===== src/rtl/mpu_pkg.sv =====
// Shared constants for the MPU cluster control front-end: CSR offsets,
// STATUS/MASK field layout and the captured user-data width.
package mpu_pkg;

    localparam logic [3:0] OFF_CTRL     = 4'h0;
    localparam logic [3:0] OFF_RESET    = 4'h1;
    localparam logic [3:0] OFF_STATUS   = 4'h2;
    localparam logic [3:0] OFF_MASK     = 4'h3;
    localparam logic [3:0] OFF_SEL      = 4'h4;
    localparam logic [3:0] OFF_UDATA_LO = 4'h5;
    localparam logic [3:0] OFF_UDATA_HI = 4'h6;

    localparam int STAT_IRQ_BASE = 0;
    localparam int STAT_ERR_BASE = 16;

    localparam int UDATA_W = 64;

    // Implemented bits of STATUS/MASK for a given channel count.
    function automatic logic [31:0] stat_bits(input int n_ch);
        logic [31:0] ch_bits;
        ch_bits = (32'd1 << n_ch) - 32'd1;
        return (ch_bits << STAT_IRQ_BASE) | (ch_bits << STAT_ERR_BASE);
    endfunction

endpackage


===== src/rtl/mpu_ch_ctl.sv =====
// Per-channel MPU control: run bit, timed reset pulse, input edge detects,
// pending bits and user-data capture register.
module mpu_ch_ctl
    import mpu_pkg::*;
#(
    parameter int CLK_DIV = 2
) (
    input  logic               sys_clk,
    input  logic               sys_rst,
    input  logic               ctrl_we,
    input  logic               ctrl_wdata,
    input  logic               rst_start,
    input  logic               clr_irq,
    input  logic               clr_err,
    input  logic               user_irq,
    input  logic               error,
    input  logic [UDATA_W-1:0] user_data,
    output logic               run,
    output logic               mpu_rst,
    output logic               mpu_en,
    output logic               irq_pend,
    output logic               err_pend,
    output logic [UDATA_W-1:0] cap_data
);

    localparam int             PW        = $clog2(2 * CLK_DIV + 1);
    localparam logic [PW-1:0]  PULSE_LEN = PW'(2 * CLK_DIV);

    logic [PW-1:0] rst_cnt;
    logic          irq_hist;
    logic          err_hist;
    logic          irq_rise;
    logic          err_rise;

    assign irq_rise = user_irq & ~irq_hist;
    assign err_rise = error & ~err_hist;
    assign mpu_rst  = (rst_cnt != '0);

    // Set events take priority over software clears and CTRL writes.
    always_ff @(posedge sys_clk or negedge sys_rst) begin
        if (!sys_rst) begin
            run      <= 1'b0;
            rst_cnt  <= PULSE_LEN;
            irq_hist <= 1'b0;
            err_hist <= 1'b0;
            irq_pend <= 1'b0;
            err_pend <= 1'b0;
            cap_data <= '0;
            mpu_en   <= 1'b0;
        end else begin
            irq_hist <= user_irq;
            err_hist <= error;

            if (err_rise) begin
                run <= 1'b0;
            end else if (ctrl_we) begin
                run <= ctrl_wdata;
            end

            if (rst_start) begin
                rst_cnt <= PULSE_LEN;
            end else if (rst_cnt != '0) begin
                rst_cnt <= rst_cnt - 1'b1;
            end

            if (irq_rise) begin
                irq_pend <= 1'b1;
            end else if (clr_irq) begin
                irq_pend <= 1'b0;
            end

            if (err_rise) begin
                err_pend <= 1'b1;
            end else if (clr_err) begin
                err_pend <= 1'b0;
            end

            if (irq_rise) begin
                cap_data <= user_data;
            end

            mpu_en <= run & ~mpu_rst;
        end
    end

endmodule


===== src/rtl/mpu_ctl_multi.sv =====
// CSR decode, MPU clock-enable strobe, read mux and interrupt aggregation
// for a cluster of N_CH MPU channels sharing one CSR slot.
module mpu_ctl_multi
    import mpu_pkg::*;
#(
    parameter logic [3:0] csr_addr = 4'h0,
    parameter int         N_CH     = 4,
    parameter int         CLK_DIV  = 2
) (
    input  logic                      sys_clk,
    input  logic                      sys_rst,
    input  logic [13:0]               csr_a,
    input  logic                      csr_we,
    input  logic [31:0]               csr_di,
    output logic [31:0]               csr_do,
    output logic                      mpu_ce,
    output logic [N_CH-1:0]           mpu_en,
    output logic [N_CH-1:0]           mpu_rst,
    input  logic [N_CH-1:0]           user_irq,
    input  logic [UDATA_W*N_CH-1:0]   user_data,
    input  logic [N_CH-1:0]           error,
    output logic                      irq
);

    localparam int               CE_W      = (CLK_DIV > 1) ? $clog2(CLK_DIV) : 1;
    localparam logic [CE_W-1:0]  CE_LAST   = CE_W'(CLK_DIV - 1);
    localparam logic [31:0]      STAT_BITS = stat_bits(N_CH);

    logic                csr_sel;
    logic [3:0]          csr_off;
    logic                csr_wr;
    logic                wr_ctrl;
    logic                wr_reset;
    logic                wr_status;
    logic                wr_mask;
    logic                wr_sel;
    logic                csr_unused;
    logic [CE_W-1:0]     ce_cnt;
    logic [CE_W-1:0]     ce_cnt_nxt;
    logic [31:0]         mask_q;
    logic [31:0]         status_v;
    logic [31:0]         rdata;
    logic [2:0]          sel_q;
    logic [N_CH-1:0]     run;
    logic [N_CH-1:0]     irq_pend;
    logic [N_CH-1:0]     err_pend;
    logic [UDATA_W-1:0]  cap_data [N_CH];
    logic [UDATA_W-1:0]  udata;

    assign csr_sel    = (csr_a[13:10] == csr_addr);
    assign csr_off    = csr_a[3:0];
    assign csr_wr     = csr_sel & csr_we;
    assign wr_ctrl    = csr_wr & (csr_off == OFF_CTRL);
    assign wr_reset   = csr_wr & (csr_off == OFF_RESET);
    assign wr_status  = csr_wr & (csr_off == OFF_STATUS);
    assign wr_mask    = csr_wr & (csr_off == OFF_MASK);
    assign wr_sel     = csr_wr & (csr_off == OFF_SEL);
    assign csr_unused = ^csr_a[9:4];

    for (genvar n = 0; n < N_CH; n++) begin : g_ch
        mpu_ch_ctl #(
            .CLK_DIV (CLK_DIV)
        ) u_ch (
            .sys_clk    (sys_clk),
            .sys_rst    (sys_rst),
            .ctrl_we    (wr_ctrl),
            .ctrl_wdata (csr_di[n]),
            .rst_start  (wr_reset & csr_di[n]),
            .clr_irq    (wr_status & csr_di[STAT_IRQ_BASE + n]),
            .clr_err    (wr_status & csr_di[STAT_ERR_BASE + n]),
            .user_irq   (user_irq[n]),
            .error      (error[n]),
            .user_data  (user_data[UDATA_W*n +: UDATA_W]),
            .run        (run[n]),
            .mpu_rst    (mpu_rst[n]),
            .mpu_en     (mpu_en[n]),
            .irq_pend   (irq_pend[n]),
            .err_pend   (err_pend[n]),
            .cap_data   (cap_data[n])
        );
    end

    assign ce_cnt_nxt = (ce_cnt == CE_LAST) ? '0 : ce_cnt + 1'b1;

    always_comb begin
        status_v = '0;
        status_v[STAT_IRQ_BASE +: N_CH] = irq_pend;
        status_v[STAT_ERR_BASE +: N_CH] = err_pend;
    end

    // Out-of-range SEL matches no channel and reads as zero.
    always_comb begin
        udata = '0;
        for (int n = 0; n < N_CH; n++) begin
            if (sel_q == 3'(n)) begin
                udata = cap_data[n];
            end
        end
    end

    always_comb begin
        rdata = '0;
        case (csr_off)
            OFF_CTRL:     rdata[N_CH-1:0] = run;
            OFF_RESET:    rdata[N_CH-1:0] = mpu_rst;
            OFF_STATUS:   rdata = status_v;
            OFF_MASK:     rdata = mask_q;
            OFF_SEL:      rdata[2:0] = sel_q;
            OFF_UDATA_LO: rdata = udata[31:0];
            OFF_UDATA_HI: rdata = udata[63:32];
            default:      rdata = '0;
        endcase
    end

    // mpu_ce is registered so that it is held low during reset even when CLK_DIV=1.
    always_ff @(posedge sys_clk or negedge sys_rst) begin
        if (!sys_rst) begin
            ce_cnt <= '0;
            mpu_ce <= 1'b0;
            mask_q <= '0;
            sel_q  <= '0;
            csr_do <= '0;
            irq    <= 1'b0;
        end else begin
            ce_cnt <= ce_cnt_nxt;
            mpu_ce <= (ce_cnt_nxt == CE_LAST);
            if (wr_mask) begin
                mask_q <= csr_di & STAT_BITS;
            end
            if (wr_sel) begin
                sel_q <= csr_di[2:0];
            end
            csr_do <= csr_sel ? rdata : '0;
            irq    <= |(status_v & mask_q);
        end
    end

endmodule


===== config.mk =====
export PLATFORM = sky130hd
export DESIGN_NAME = mpu_ctl_multi
export DESIGN_NICKNAME = d
export VERILOG_FILES = /design/src/rtl/mpu_pkg.sv /design/src/rtl/mpu_ch_ctl.sv /design/src/rtl/mpu_ctl_multi.sv
export SDC_FILE = /design/constraint.sdc
export NUM_CORES = 1
export LEC_CHECK = 0
export BUFFER_PORTS_ARGS = -buffer_cell sky130_fd_sc_hd__buf_2
export CAP_MARGIN = 5
export CORE_ASPECT_RATIO = 0.7
export CORE_MARGIN = 2
export CORE_UTILIZATION = 58
export CTS_CLUSTER_SIZE = 24
export DETAILED_ROUTE_END_ITERATION = 7
export GPL_ROUTABILITY_DRIVEN = 0
export HOLD_SLACK_MARGIN = 0.05
export PLACE_DENSITY = 0.89
export REMOVE_ABC_BUFFERS = 1
export SLEW_MARGIN = 20
export SYNTH_ARGS = -nofsm -noshare
export SYNTH_HDL_FRONTEND = slang
export SYNTH_SLANG_ARGS = --single-unit

===== constraint.sdc =====
create_clock -name sys_clk -period 5.8 [get_ports sys_clk]
set_clock_uncertainty 0.1 [all_clocks]
set_input_delay 0.58 -clock sys_clk [delete_from_list [all_inputs] [get_ports sys_clk]]
set_output_delay 0.58 -clock sys_clk [all_outputs]
set_load 0.01 [all_outputs]

==> impl_results.md <==
* Outcome: finished clean
* Global-route wire length before repair at 64.2 mm
* Number of buffers inserted by port buffering at approximately 320
* TritonCTS clock tree: done
* RSZ-0062 raised after global routing: false
* Dpl cells at approximately 1700
* Register cell area after layout at 8450 um2
* Slew at the pin closest to its max-slew limit at about 1.2 ns
* Placed wire-length estimate after detailed placement at 26.8 mm
* Via count of the first global-routing pass at 11500
* CTS clock-pin slew for the worst setup and hold paths at ~0.070 ns
* Post-layout utilization of the core at 71.7%
* Final global-route overflow total at 0
* Synthesis Warnings at 0
* Max stage delay on crit path at ~0.78 ns
* Pin count of the biggest net entering global routing at between 150 and 200
* Total number of nets in the final design at between 1500 and 2000
* Worst IR Drop VDD at between 0.0003 and 0.0004 V
* Final Instance Area at between 15000 and 20000 um2
* Final critical-path required period at 3.19 ns
* Area after DPL at about 17000 um2
* Die area at about 27000 um2
* Fmax achieved at 313 MHz
* Start-to-end type of the worst setup path: register to register
* Worst flop-to-flop path endpoint: csr_do[3]
* Number of iterations in the first detailed-routing pass at 4
* Synthesized area per cell at roughly 13 um2
* Clock latency at the later pin of the worst-skew pair at approximately 0.57 ns
* Remaining number of nets flagged by the antenna check after routing at 0
* Cell Area, Synth at 14800 um2
* Initial DRC Count at 575
* Final setup violation count at 0
* Clock Tree Buf Depth at 3
* Most frequently used flop master after synthesis: sky130_fd_sc_hd__dfrtp_1
* Worst Hold Path Cells at 2
* Number of standard cells after synthesis at between 1000 and 1500
* Startpoint of the most critical setup path: sel_q[1]
* Average vias per placed instance at 6.03
* Final max-slew violation count at 0
* Filler cell count in the final layout at 1589
* H-tree Lvls at 1
* Post-route DRC at 0
* Count of state elements after synthesis at between 300 and 400
* Final Routed Wirelength at 41.6 mm
* Count of flip-flops with a built-in enable after synthesis at 0
* Overall die width at 195 um
* Critical path startpoint category: register
* Endpoint, Worst Hold: g_ch[2].u_ch.cap_data[29]
* Via count at approximately 11000
* Register-to-register path setup slack at between 2 and 3 ns
* Arrival time reported for the critical path endpoint at between 3 and 4 ns
* Fraction of layout cells with a size suffix above 1 at between 50 and 60%
* Data required time of the critical path at approximately 6.2 ns
* CTS Root Cell: sky130_fd_sc_hd__clkbuf_16
* Type of element capturing the critical path: register
* Type of the most critical hold path: input port to register
* R2R Path Start: sel_q[1]
* Gr usage total at around 31%
* Worst Min Path Start: user_data[157]
* Area taken by multi-input logic gates at roughly 6000 um2
* Area of the core at around 25000 um2
* Per-cell routed wire length at 23.4 um
* Total I/O pin count at around 360
* Fraction of the yosys area taken by sequential cells at a little under three fifths
* Pwr per Cell Area at about 330 nW/um2
* Total leakage power at about 0.008 uW
* Slew headroom at 21.7%
* Total clock sinks at between 300 and 400
* Async set-or-reset flop fraction in the synthesized netlist at between 90% and 100%
* Largest fanout on the critical path at 55
* Post-synthesis to final-layout area growth at 20.3%
* Height of the chip at between 100 and 150 um
* Max cap viols at 0
* Depth of the worst register-to-register path at 5
* Setup TNS at 0 ns
* Synth cell types at 46
* Slowest stage cell on the critical path: sky130_fd_sc_hd__buf_4
* Number of buffers created by CTS at 31
* Cell-by-cell listing of the critical path: buf_4 -> nand2b_1 -> o22ai_1 -> a211oi_1 -> o311a_1
* Final-report hold violation count at 0
* Buffer count from post-CTS setup fixing at 0
* Post-route fraction of the period consumed by the critical path at between 50% and 60%
* Initial antenna violation count at 10
* Initial Util at ~60%
* Rows at between 40 and 50
* Number of standard cells in the layout, taps in and fillers out at approximately 1800
==> state kept, by name, indices dropped and copies added (netlist names) <==
signal,flops
ce_cnt,1
csr_do,32
g_ch.u_ch.cap_data,256
g_ch.u_ch.err_hist,4
g_ch.u_ch.err_pend,4
g_ch.u_ch.irq_hist,4
g_ch.u_ch.irq_pend,4
g_ch.u_ch.mpu_en,4
g_ch.u_ch.rst_cnt,12
g_ch.u_ch.run,4
irq,1
mask_q,8
sel_q,3
==> critical path: cells and delay by family, from the launching register on <==
kind	cells	cell delay, ns
flops	1	0.74
simple gates	1	0.60
buf+inv	1	0.78
compound gates	3	0.81
==> timing repair <==
| action | 4_1_cts | 5_1_grt |
|---|---|---|
| hold endpoints to repair | 110 | 0 |
| hold buffers | 9 | 0 |
| setup endpoints to repair | 0 | 0 |
| resized for setup | 0 | 0 |
==> per-stage QoR <==
stage,setup slack [ns],total power [uW],hold WS (ns)
after floorplan,1.69,3470,0.184
after global placement,2.43,3750,0.301
after detailed placement,2.41,3830,0.303
after CTS,2.31,5980,0.118
after global routing,2.51,6200,0.118
final,2.61,5960,0.138
==> synthesized netlist by cell type, types with 2 or more instances <==
master,count,area [um2]
sky130_fd_sc_hd__nor2b_1,26,163
sky130_fd_sc_hd__dfrtp_1,333,8330
sky130_fd_sc_hd__nor2_1,70,263
sky130_fd_sc_hd__nand3b_1,3,22.5
sky130_fd_sc_hd__buf_4,9,67.6
sky130_fd_sc_hd__a21oi_1,28,140
sky130_fd_sc_hd__a221o_1,4,40.0
sky130_fd_sc_hd__o21ai_0,5,25.0
sky130_fd_sc_hd__o22ai_1,63,394
sky130_fd_sc_hd__a211o_1,8,70.1
sky130_fd_sc_hd__or3_1,54,338
sky130_fd_sc_hd__a211oi_1,13,97.6
sky130_fd_sc_hd__ha_1,8,100
sky130_fd_sc_hd__nand2b_1,7,43.8
sky130_fd_sc_hd__mux2_2,317,3570
sky130_fd_sc_hd__and2_1,3,18.8
sky130_fd_sc_hd__dfstp_2,4,105
sky130_fd_sc_hd__a31oi_1,7,43.8
sky130_fd_sc_hd__inv_1,14,52.6
sky130_fd_sc_hd__a21o_1,8,60.1
sky130_fd_sc_hd__a22oi_1,7,52.6
sky130_fd_sc_hd__clkbuf_1,59,221
sky130_fd_sc_hd__buf_1,6,22.5
sky130_fd_sc_hd__buf_2,10,50.1
sky130_fd_sc_hd__mux2_4,8,120
sky130_fd_sc_hd__nor3_1,2,10.0
sky130_fd_sc_hd__xnor2_1,5,43.8
sky130_fd_sc_hd__mux2i_1,9,90.1
sky130_fd_sc_hd__a221oi_1,4,35.0
sky130_fd_sc_hd__nand2_1,17,63.8
sky130_fd_sc_hd__nand3_1,2,10.0
sky130_fd_sc_hd__or2_1,2,12.5
==> power by group <==
group          internal, uW  leakage (uW)  switching (uW)
Sequential             2680       0.00403             192
Clock                  1220      0.000526             923
Combinational           522       0.00344             423
==> worst max-delay path by stage <==
stage	depth (start not counted)	endpoint	slack, ns
floorplan	2	g_ch[0].u_ch.cap_data[0]	1.69
global route	5	csr_do[3]	2.51
global placement	5	csr_do[16]	2.43
detailed placement	5	csr_do[16]	2.41
finish	5	csr_do[3]	2.61
CTS	5	csr_do[29]	2.31
==> per-layer routing <==
layer | wire [um] | part of all wire [%] | up-vias | track usage [%]
met5 | 55 | 0.13 | - | 0
met1 | 16400 | 39 | 5431 | 40.1
met2 | 19500 | 47 | 539 | 51.6
met3 | 4470 | 11 | 103 | 9.45
li1 | - | - | 4653 | -
met4 | 1230 | 2.9 | 8 | 10.1
==> final cells by class <==
class	count	share of cell area, %
antenna	7	0.0983
clock buffer	38	4.78
clock inverter	18	1.15
inverter	14	0.295
multi-input combinational	693	33.6
sequential	337	47.4
tap	325	2.28
timing repair buffer	347	10.4
==> cell families (layout without fill, tap and decap cells) <==
| kind of cell | count (synthesis) | after routing | synth area share, % |
|---|---|---|---|
| and+or+nand+nor | 195 | 195 | 6.93 |
| xor gates and xnor gates | 5 | 5 | 0.296 |
| other | 0 | 7 | 0 |
| AOI/OAI and AO/OA | 151 | 151 | 6.74 |
| DFF | 337 | 337 | 57.0 |
| muxes | 334 | 334 | 25.5 |
| adders and majority gates | 8 | 8 | 0.676 |
| buffers and inverters | 99 | 417 | 2.87 |
==> layout by cell type, fill, tap and decap left out, types with 10 or more instances in the layout <==
cell | netlist | final
sky130_fd_sc_hd__mux2_2 | 317 | 317
sky130_fd_sc_hd__buf_4 | 9 | 10
sky130_fd_sc_hd__clkbuf_16 | 0 | 31
sky130_fd_sc_hd__nor2b_1 | 26 | 22
sky130_fd_sc_hd__o22ai_1 | 63 | 63
sky130_fd_sc_hd__or3_1 | 54 | 54
sky130_fd_sc_hd__a211oi_1 | 13 | 13
sky130_fd_sc_hd__nor2_1 | 70 | 70
sky130_fd_sc_hd__buf_2 | 10 | 323
sky130_fd_sc_hd__a21oi_1 | 28 | 28
sky130_fd_sc_hd__clkinv_2 | 0 | 10
sky130_fd_sc_hd__dfrtp_1 | 333 | 331
sky130_fd_sc_hd__nand2_1 | 17 | 17
sky130_fd_sc_hd__inv_1 | 14 | 14
(Power assumes the default switching activity.)
